--- src/rtl/csr_pkg.sv ---
// Shared ecodes, CSR field positions and sequencer state for the exception controller.
package csr_pkg;

    localparam logic [5:0] ECODE_INT  = 6'h00;
    localparam logic [5:0] ECODE_ADEF = 6'h08;
    localparam logic [5:0] ECODE_SYS  = 6'h0B;
    localparam logic [5:0] ECODE_TLBR = 6'h3F;

    localparam int unsigned CRMD_IE = 2;
    localparam int unsigned CRMD_DA = 3;
    localparam int unsigned CRMD_PG = 4;

    localparam int unsigned ESTAT_HWI_LO   = 2;
    localparam int unsigned ESTAT_HWI_HI   = 9;
    localparam int unsigned ESTAT_TI       = 11;
    localparam int unsigned ESTAT_ECODE_LO = 16;
    localparam int unsigned ESTAT_ECODE_HI = 21;
    localparam int unsigned ESTAT_ESUB_LO  = 22;
    localparam int unsigned ESTAT_ESUB_HI  = 30;
    localparam int unsigned INT_BITS       = 13;

    localparam int unsigned TCFG_EN       = 0;
    localparam int unsigned TCFG_PERIODIC = 1;
    localparam int unsigned TCFG_INIT_LO  = 2;

    typedef enum logic [1:0] {
        StIdle,
        StEnter,
        StReturn
    } excp_state_e;

endpackage

--- src/rtl/csr_timer.sv ---
// Stable timer: TVAL down-counter and the TI interrupt flag.
module csr_timer
    import csr_pkg::*;
#(
    parameter int unsigned DATA_WIDTH = 32
) (
    input  logic                  clk,
    input  logic                  rst,
    input  logic                  tcfg_wr,
    input  logic                  ticlr_wr,
    input  logic [DATA_WIDTH-1:0] tcfg,
    output logic [DATA_WIDTH-1:0] tval,
    output logic                  ti
);

    logic                  load;
    logic                  fired;
    logic                  hit;
    logic [DATA_WIDTH-1:0] init_val;

    assign init_val = {tcfg[DATA_WIDTH-1:TCFG_INIT_LO], 2'b00};
    // One-shot mode raises TI only once per load; periodic mode never sets fired.
    assign hit = tcfg[TCFG_EN] & ~load & (tval == '0) & ~fired;

    always_ff @(posedge clk or posedge rst) begin
        if (rst) begin
            load  <= 1'b0;
            tval  <= '0;
            ti    <= 1'b0;
            fired <= 1'b0;
        end else begin
            // The written TCFG value is only visible the cycle after tcfg_wr.
            load <= tcfg_wr;
            if (load) begin
                tval  <= init_val;
                fired <= 1'b0;
            end else if (tcfg[TCFG_EN]) begin
                if (tval != '0) begin
                    tval <= tval - DATA_WIDTH'(1);
                end else if (tcfg[TCFG_PERIODIC]) begin
                    tval <= init_val;
                end
                if (hit && !tcfg[TCFG_PERIODIC]) begin
                    fired <= 1'b1;
                end
            end
            if (hit) begin
                ti <= 1'b1;
            end else if (ticlr_wr) begin
                ti <= 1'b0;
            end
        end
    end

endmodule

--- src/rtl/csr_excp_ctrl.sv ---
// Exception/interrupt entry and ERTN sequencer for the CSR file.
// Define CSR_TIMER_EN to build the stable timer; otherwise TVAL and TI read as zero.
module csr_excp_ctrl
    import csr_pkg::*;
#(
    parameter int unsigned DATA_WIDTH = 32,
    parameter logic [5:0]  TLBR_ECODE = ECODE_TLBR
) (
    input  logic                  clk,
    input  logic                  rst,
    input  logic                  commit_valid,
    input  logic [DATA_WIDTH-1:0] commit_pc,
    input  logic                  excp_valid,
    input  logic [5:0]            excp_ecode,
    input  logic [8:0]            excp_esubcode,
    input  logic                  excp_badv_valid,
    input  logic [DATA_WIDTH-1:0] excp_badv,
    input  logic                  ertn_valid,
    input  logic [7:0]            hw_int,
    input  logic [DATA_WIDTH-1:0] csr_crmd,
    input  logic [DATA_WIDTH-1:0] csr_prmd,
    input  logic [DATA_WIDTH-1:0] csr_ecfg,
    input  logic [DATA_WIDTH-1:0] csr_estat,
    input  logic [DATA_WIDTH-1:0] csr_era,
    input  logic [DATA_WIDTH-1:0] csr_eentry,
    input  logic [DATA_WIDTH-1:0] csr_tlbrentry,
    input  logic [DATA_WIDTH-1:0] csr_tcfg,
    input  logic                  tcfg_wr,
    input  logic                  ticlr_wr,
    output logic                  csr_we,
    output logic [DATA_WIDTH-1:0] crmd_next,
    output logic [DATA_WIDTH-1:0] prmd_next,
    output logic [DATA_WIDTH-1:0] estat_next,
    output logic [DATA_WIDTH-1:0] era_next,
    output logic                  badv_we,
    output logic [DATA_WIDTH-1:0] badv_next,
    output logic [DATA_WIDTH-1:0] tval_next,
    output logic                  redirect_valid,
    output logic [DATA_WIDTH-1:0] redirect_pc,
    output logic                  busy
);

    excp_state_e           state;
    logic [DATA_WIDTH-1:0] tval;
    logic                  ti;
    logic [DATA_WIDTH-1:0] est_live;
    logic                  int_take;
    logic                  do_entry;
    logic                  do_ertn;
    logic                  entry_tlbr;
    logic [5:0]            ecode;
    logic [8:0]            esubcode;
    logic                  unused_ecfg;

    assign unused_ecfg = ^csr_ecfg[DATA_WIDTH-1:INT_BITS];

`ifdef CSR_TIMER_EN
    csr_timer #(
        .DATA_WIDTH(DATA_WIDTH)
    ) u_timer (
        .clk      (clk),
        .rst      (rst),
        .tcfg_wr  (tcfg_wr),
        .ticlr_wr (ticlr_wr),
        .tcfg     (csr_tcfg),
        .tval     (tval),
        .ti       (ti)
    );
`else
    logic unused_timer;
    assign unused_timer = ^{tcfg_wr, ticlr_wr, csr_tcfg};
    assign tval = '0;
    assign ti   = 1'b0;
`endif

    assign tval_next = tval;
    assign csr_we    = do_entry | do_ertn;
    // A taken interrupt replaces the exception, so its bad address is not recorded.
    assign badv_we   = do_entry & excp_badv_valid & ~int_take;
    assign badv_next = excp_badv;

    always_comb begin
        est_live = csr_estat;
        est_live[ESTAT_HWI_HI:ESTAT_HWI_LO] = hw_int;
        est_live[ESTAT_TI] = ti;

        int_take   = csr_crmd[CRMD_IE] & (|(est_live[INT_BITS-1:0] & csr_ecfg[INT_BITS-1:0]));
        do_entry   = (state == StIdle) & commit_valid & (excp_valid | int_take);
        do_ertn    = (state == StIdle) & commit_valid & ertn_valid & ~do_entry;
        ecode      = int_take ? ECODE_INT : excp_ecode;
        esubcode   = int_take ? 9'd0 : excp_esubcode;
        entry_tlbr = (ecode == TLBR_ECODE);

        crmd_next  = csr_crmd;
        prmd_next  = csr_prmd;
        estat_next = est_live;
        era_next   = csr_era;

        if (do_entry) begin
            prmd_next[2:0] = csr_crmd[2:0];
            crmd_next[2:0] = 3'b000;
            if (entry_tlbr) begin
                crmd_next[CRMD_DA] = 1'b1;
                crmd_next[CRMD_PG] = 1'b0;
            end
            estat_next[ESTAT_ECODE_HI:ESTAT_ECODE_LO] = ecode;
            estat_next[ESTAT_ESUB_HI:ESTAT_ESUB_LO]   = esubcode;
            era_next = commit_pc;
        end else if (do_ertn) begin
            crmd_next[2:0] = csr_prmd[2:0];
            if (csr_estat[ESTAT_ECODE_HI:ESTAT_ECODE_LO] == TLBR_ECODE) begin
                crmd_next[CRMD_DA] = 1'b0;
                crmd_next[CRMD_PG] = 1'b1;
            end
        end
    end

    always_ff @(posedge clk or posedge rst) begin
        if (rst) begin
            state          <= StIdle;
            redirect_valid <= 1'b0;
            redirect_pc    <= '0;
            busy           <= 1'b0;
        end else begin
            case (state)
                StIdle: begin
                    if (do_entry) begin
                        state          <= StEnter;
                        redirect_valid <= 1'b1;
                        busy           <= 1'b1;
                        redirect_pc    <= entry_tlbr ? csr_tlbrentry : csr_eentry;
                    end else if (do_ertn) begin
                        state          <= StReturn;
                        redirect_valid <= 1'b1;
                        busy           <= 1'b1;
                        redirect_pc    <= csr_era;
                    end
                end
                default: begin
                    state          <= StIdle;
                    redirect_valid <= 1'b0;
                    busy           <= 1'b0;
                end
            endcase
        end
    end

    illegal_commit_while_busy: assert property (
        @(posedge clk) disable iff (rst) busy |-> !commit_valid
    );

endmodule

--- config.mk ---
export PLATFORM = sky130hd
export DESIGN_NAME = csr_excp_ctrl
export DESIGN_NICKNAME = d
export VERILOG_FILES = /design/src/rtl/csr_pkg.sv /design/src/rtl/csr_timer.sv /design/src/rtl/csr_excp_ctrl.sv
export SDC_FILE = /design/constraint.sdc
export NUM_CORES = 1
export LEC_CHECK = 0
export ABC_AREA = 1
export ABC_CLOCK_PERIOD_IN_PS = 4100
export BUFFER_PORTS_ARGS = -buffer_cell sky130_fd_sc_hd__buf_2
export CAP_MARGIN = 40
export CORE_AREA = 2 2 225 227
export CTS_BUF_LIST = sky130_fd_sc_hd__clkbuf_8
export CTS_CLUSTER_SIZE = 16
export DETAILED_ROUTE_END_ITERATION = 16
export DIE_AREA = 0 0 227 229
export HOLD_SLACK_MARGIN = 0.08
export SKIP_CTS_REPAIR_TIMING = 1
export SLEW_MARGIN = 40
export SYNTH_ARGS = -nofsm -noshare
export SYNTH_HDL_FRONTEND = slang
export SYNTH_SLANG_ARGS = --single-unit
--- constraint.sdc ---
create_clock -name clk -period 4.1 [get_ports clk]
set_clock_uncertainty 0.2 [all_clocks]
set_input_delay 0.41 -clock clk [delete_from_list [all_inputs] [get_ports clk]]
set_output_delay 0.41 -clock clk [all_outputs]
set_load 0.02 [all_outputs]
==> results.py <==
metrics = {
    "sta": {
        "finalHoldViolCount": 0,
        "rsz0062_at_grt": "no",
        "fmax_ghz": 0.316,
        "setup_violations": 0,
        "worst_slew_pin_slew_ns": 0.611,
        "tns_ns": 0,
        "drv_slew": 0,
        "finalCritPeriodShare": 0.772,
        "slew_headroom": 0.593,
        "timing.final.crit_period_ns": 3.17,
    },
    "clocking": {
        "htree_levels": 2,
        "cts.path.max_buffers": 2,
        "clock_latency_ns": 0.34,
        "cts-root-buf": "clkbuf_8",
        "cts_tree": "done",
        "cts.sinks": 35,
        "cts_made_buffers": 5,
        "clk_pin_slew_ns": 0.10,
    },
    "worst_setup_path": {
        "crit_path_start_kind": "register",
        "reg2reg_slack_ns": 1.63,
        "worstReg2RegStart": "state[1]",
        "required_ns": 3.49,
        "r2r_end": "redirect_pc[12]",
        "worst-setup-path-type": "register to output port",
        "arrival_ns": 2.56,
        "crit_path_end_kind": "output port",
        "critPathMaxFanout": 37,
        "r2r_cells": 7,
    },
    "yosys": {
        "ys_seq_area_frac": 0.207,
        "ys_ff_latch": 35,
        "synthDistinctLibCells": 23,
        "postSynthAreaPerCell_sq_um": 6.24,
        "synth_warnings": 0,
        "synth_area_leaders": "buf_4, dfrtp_1, nand2_1, inv_1, nand4_1",
        "syn-instance-count": 678,
        "synth_largest_area_cell": "buf_4",
        "synth_area_sq_mm": 0.00423,
        "synth_top_area_share": 0.250,
    },
    "pwr": {
        "p_per_area_mw_per_mm2": 283,
        "ir_drop_mv": 0.105,
        "power.leakage_nw": 3.06,
    },
    "global_routing": {
        "antenna_found_initial": 6,
        "grt_max_degree": 73,
        "track_usage": 0.0812,
        "grt_pass1_vias": 4393,
        "grt.overflow.total": 0,
        "grt_pass1_wl_um": 29200,
    },
    "die": {
        "pin_count": 579,
        "fp.dieW_um": 227,
        "core_sq_mm": 0.0497,
        "initial_core_util": 0.0853,
        "dieArea_sq_mm": 0.0520,
        "die_h_um": 229,
        "num_rows": 82,
    },
    "layout": {
        "antenna_cells": 0,
        "fin_nets": 1198,
        "final_common_cell": "buf_2",
        "design_area_sq_mm": 0.00559,
        "area_growth_pct": 32.0,
        "drive_gt1_frac": 0.382,
        "layout.cells.most_common_list": "buf_2, nand2_1, inv_1",
    },
    "detailed_routing": {
        "wl_per_cell_um": 14.6,
        "drcViolationCount": 0,
        "finalWirelength_um": 22100,
        "via_count": 4759,
        "viasPerCell": 3.13,
        "drt_iter0_drc": 181,
        "dr.pass1.iters": 4,
        "antenna_left": 0,
    },
    "worst_hold_path": {
        "worstHoldStart": "csr_era[16]",
        "hold_path_depth": 3,
        "holdPathEnd": "redirect_pc[16]",
        "hp-class": "input port to register",
    },
    "place": {
        "placed_cell_area_sq_mm": 0.00548,
        "io_buffers": 298,
        "dp_hpwl_um": 17100,
        "routabilityCongestion": 0.743,
    },
    "job": {
        "drv_cap": 0,
    },
    "run_status": {
        "status": "finished, final reports clean",
    },
}
[flip-flops by register name (all words and copies together), names as in the netlist]
name and flops:
busy 1, state 2, redirect_pc 32
[logic make-up after synthesis]
group                  share of synthesized area
buffers and inverters                      0.372
AO/OA/AOI/OAI                              0.105
flip-flops                                 0.207
other                                   0.000886
AND/OR/NAND/NOR                            0.315
[cells in the mapped netlist, drive strengths merged]
cell / number
o21ai: 54
nand2: 190
dfrtp: 35
nor3: 1
conb: 1
nor2: 37
inv: 78
or2: 1
a21oi: 33
nand4: 33
nand3: 39
buf: 164
clkbuf: 12
[per-stage QoR]
stage / total power (W) / util / worst slack, ns / instances / hold WS, ns
2_1_floorplan: 0.00111 / - / 1.84 / 710 / 0.282
3_3_place_gp: 0.00128 / 0.110 / 1.07 / 1511 / 0.302
3_5_place_dp: 0.00128 / 0.110 / 1.02 / 1511 / 0.311
4_1_cts: 0.00164 / 0.112 / 0.736 / 1519 / -0.0905
5_1_grt: 0.00172 / 0.113 / 0.655 / 1520 / 0.161
6_report: 0.00158 / 0.113 / 0.935 / 1520 / 0.186
[layer usage]
metal	GRT usage	share of wire	up-vias
li1	-	-	2287
met1	0.0826	0.36	2086
met2	0.133	0.45	302
met3	0.0444	0.13	74
met4	0.0417	0.047	10
met5	0.0114	0.0065	-
[report_power, final]
part           internal [W]  switching, W  leakage (nW)
Clock              0.000152      0.000171        0.0557
Combinational      0.000261      0.000538          2.60
Sequential         0.000420     0.0000386         0.412
Total              0.000833      0.000747          3.06
[worst max path at each step]
stage | slack (ns) | endpoint | cells past startpoint | startpoint
after global routing | 0.65 | crmd_next[2] | 7 | state[1]
after global placement | 1.07 | crmd_next[2] | 11 | hw_int[7]
after CTS | 0.74 | crmd_next[2] | 7 | state[1]
final | 0.93 | crmd_next[2] | 7 | state[1]
after floorplan | 1.84 | estat_next[23] | 9 | hw_int[2]
after detailed placement | 1.02 | crmd_next[2] | 11 | hw_int[7]
[critical path, cell delays in order (launching register included)]
cell     delay (ns)
dfrtp_1        0.37
nor2_1         0.21
nand2_2        0.10
inv_1          0.21
nand2_4        0.37
nand2_4        0.61
o21ai_1        0.13
buf_2          0.19
[final cells by class]
cell class	instances	area [sq um]
fill	5918	44100
clock inverter	1	3.75
inverter	78	295
timing repair buffer	306	1570
multi-input combinational	421	1910
clock buffer	7	96.3
tap	672	841
sequential	35	876
No activity file was read; power rests on OpenSTA's default activity.
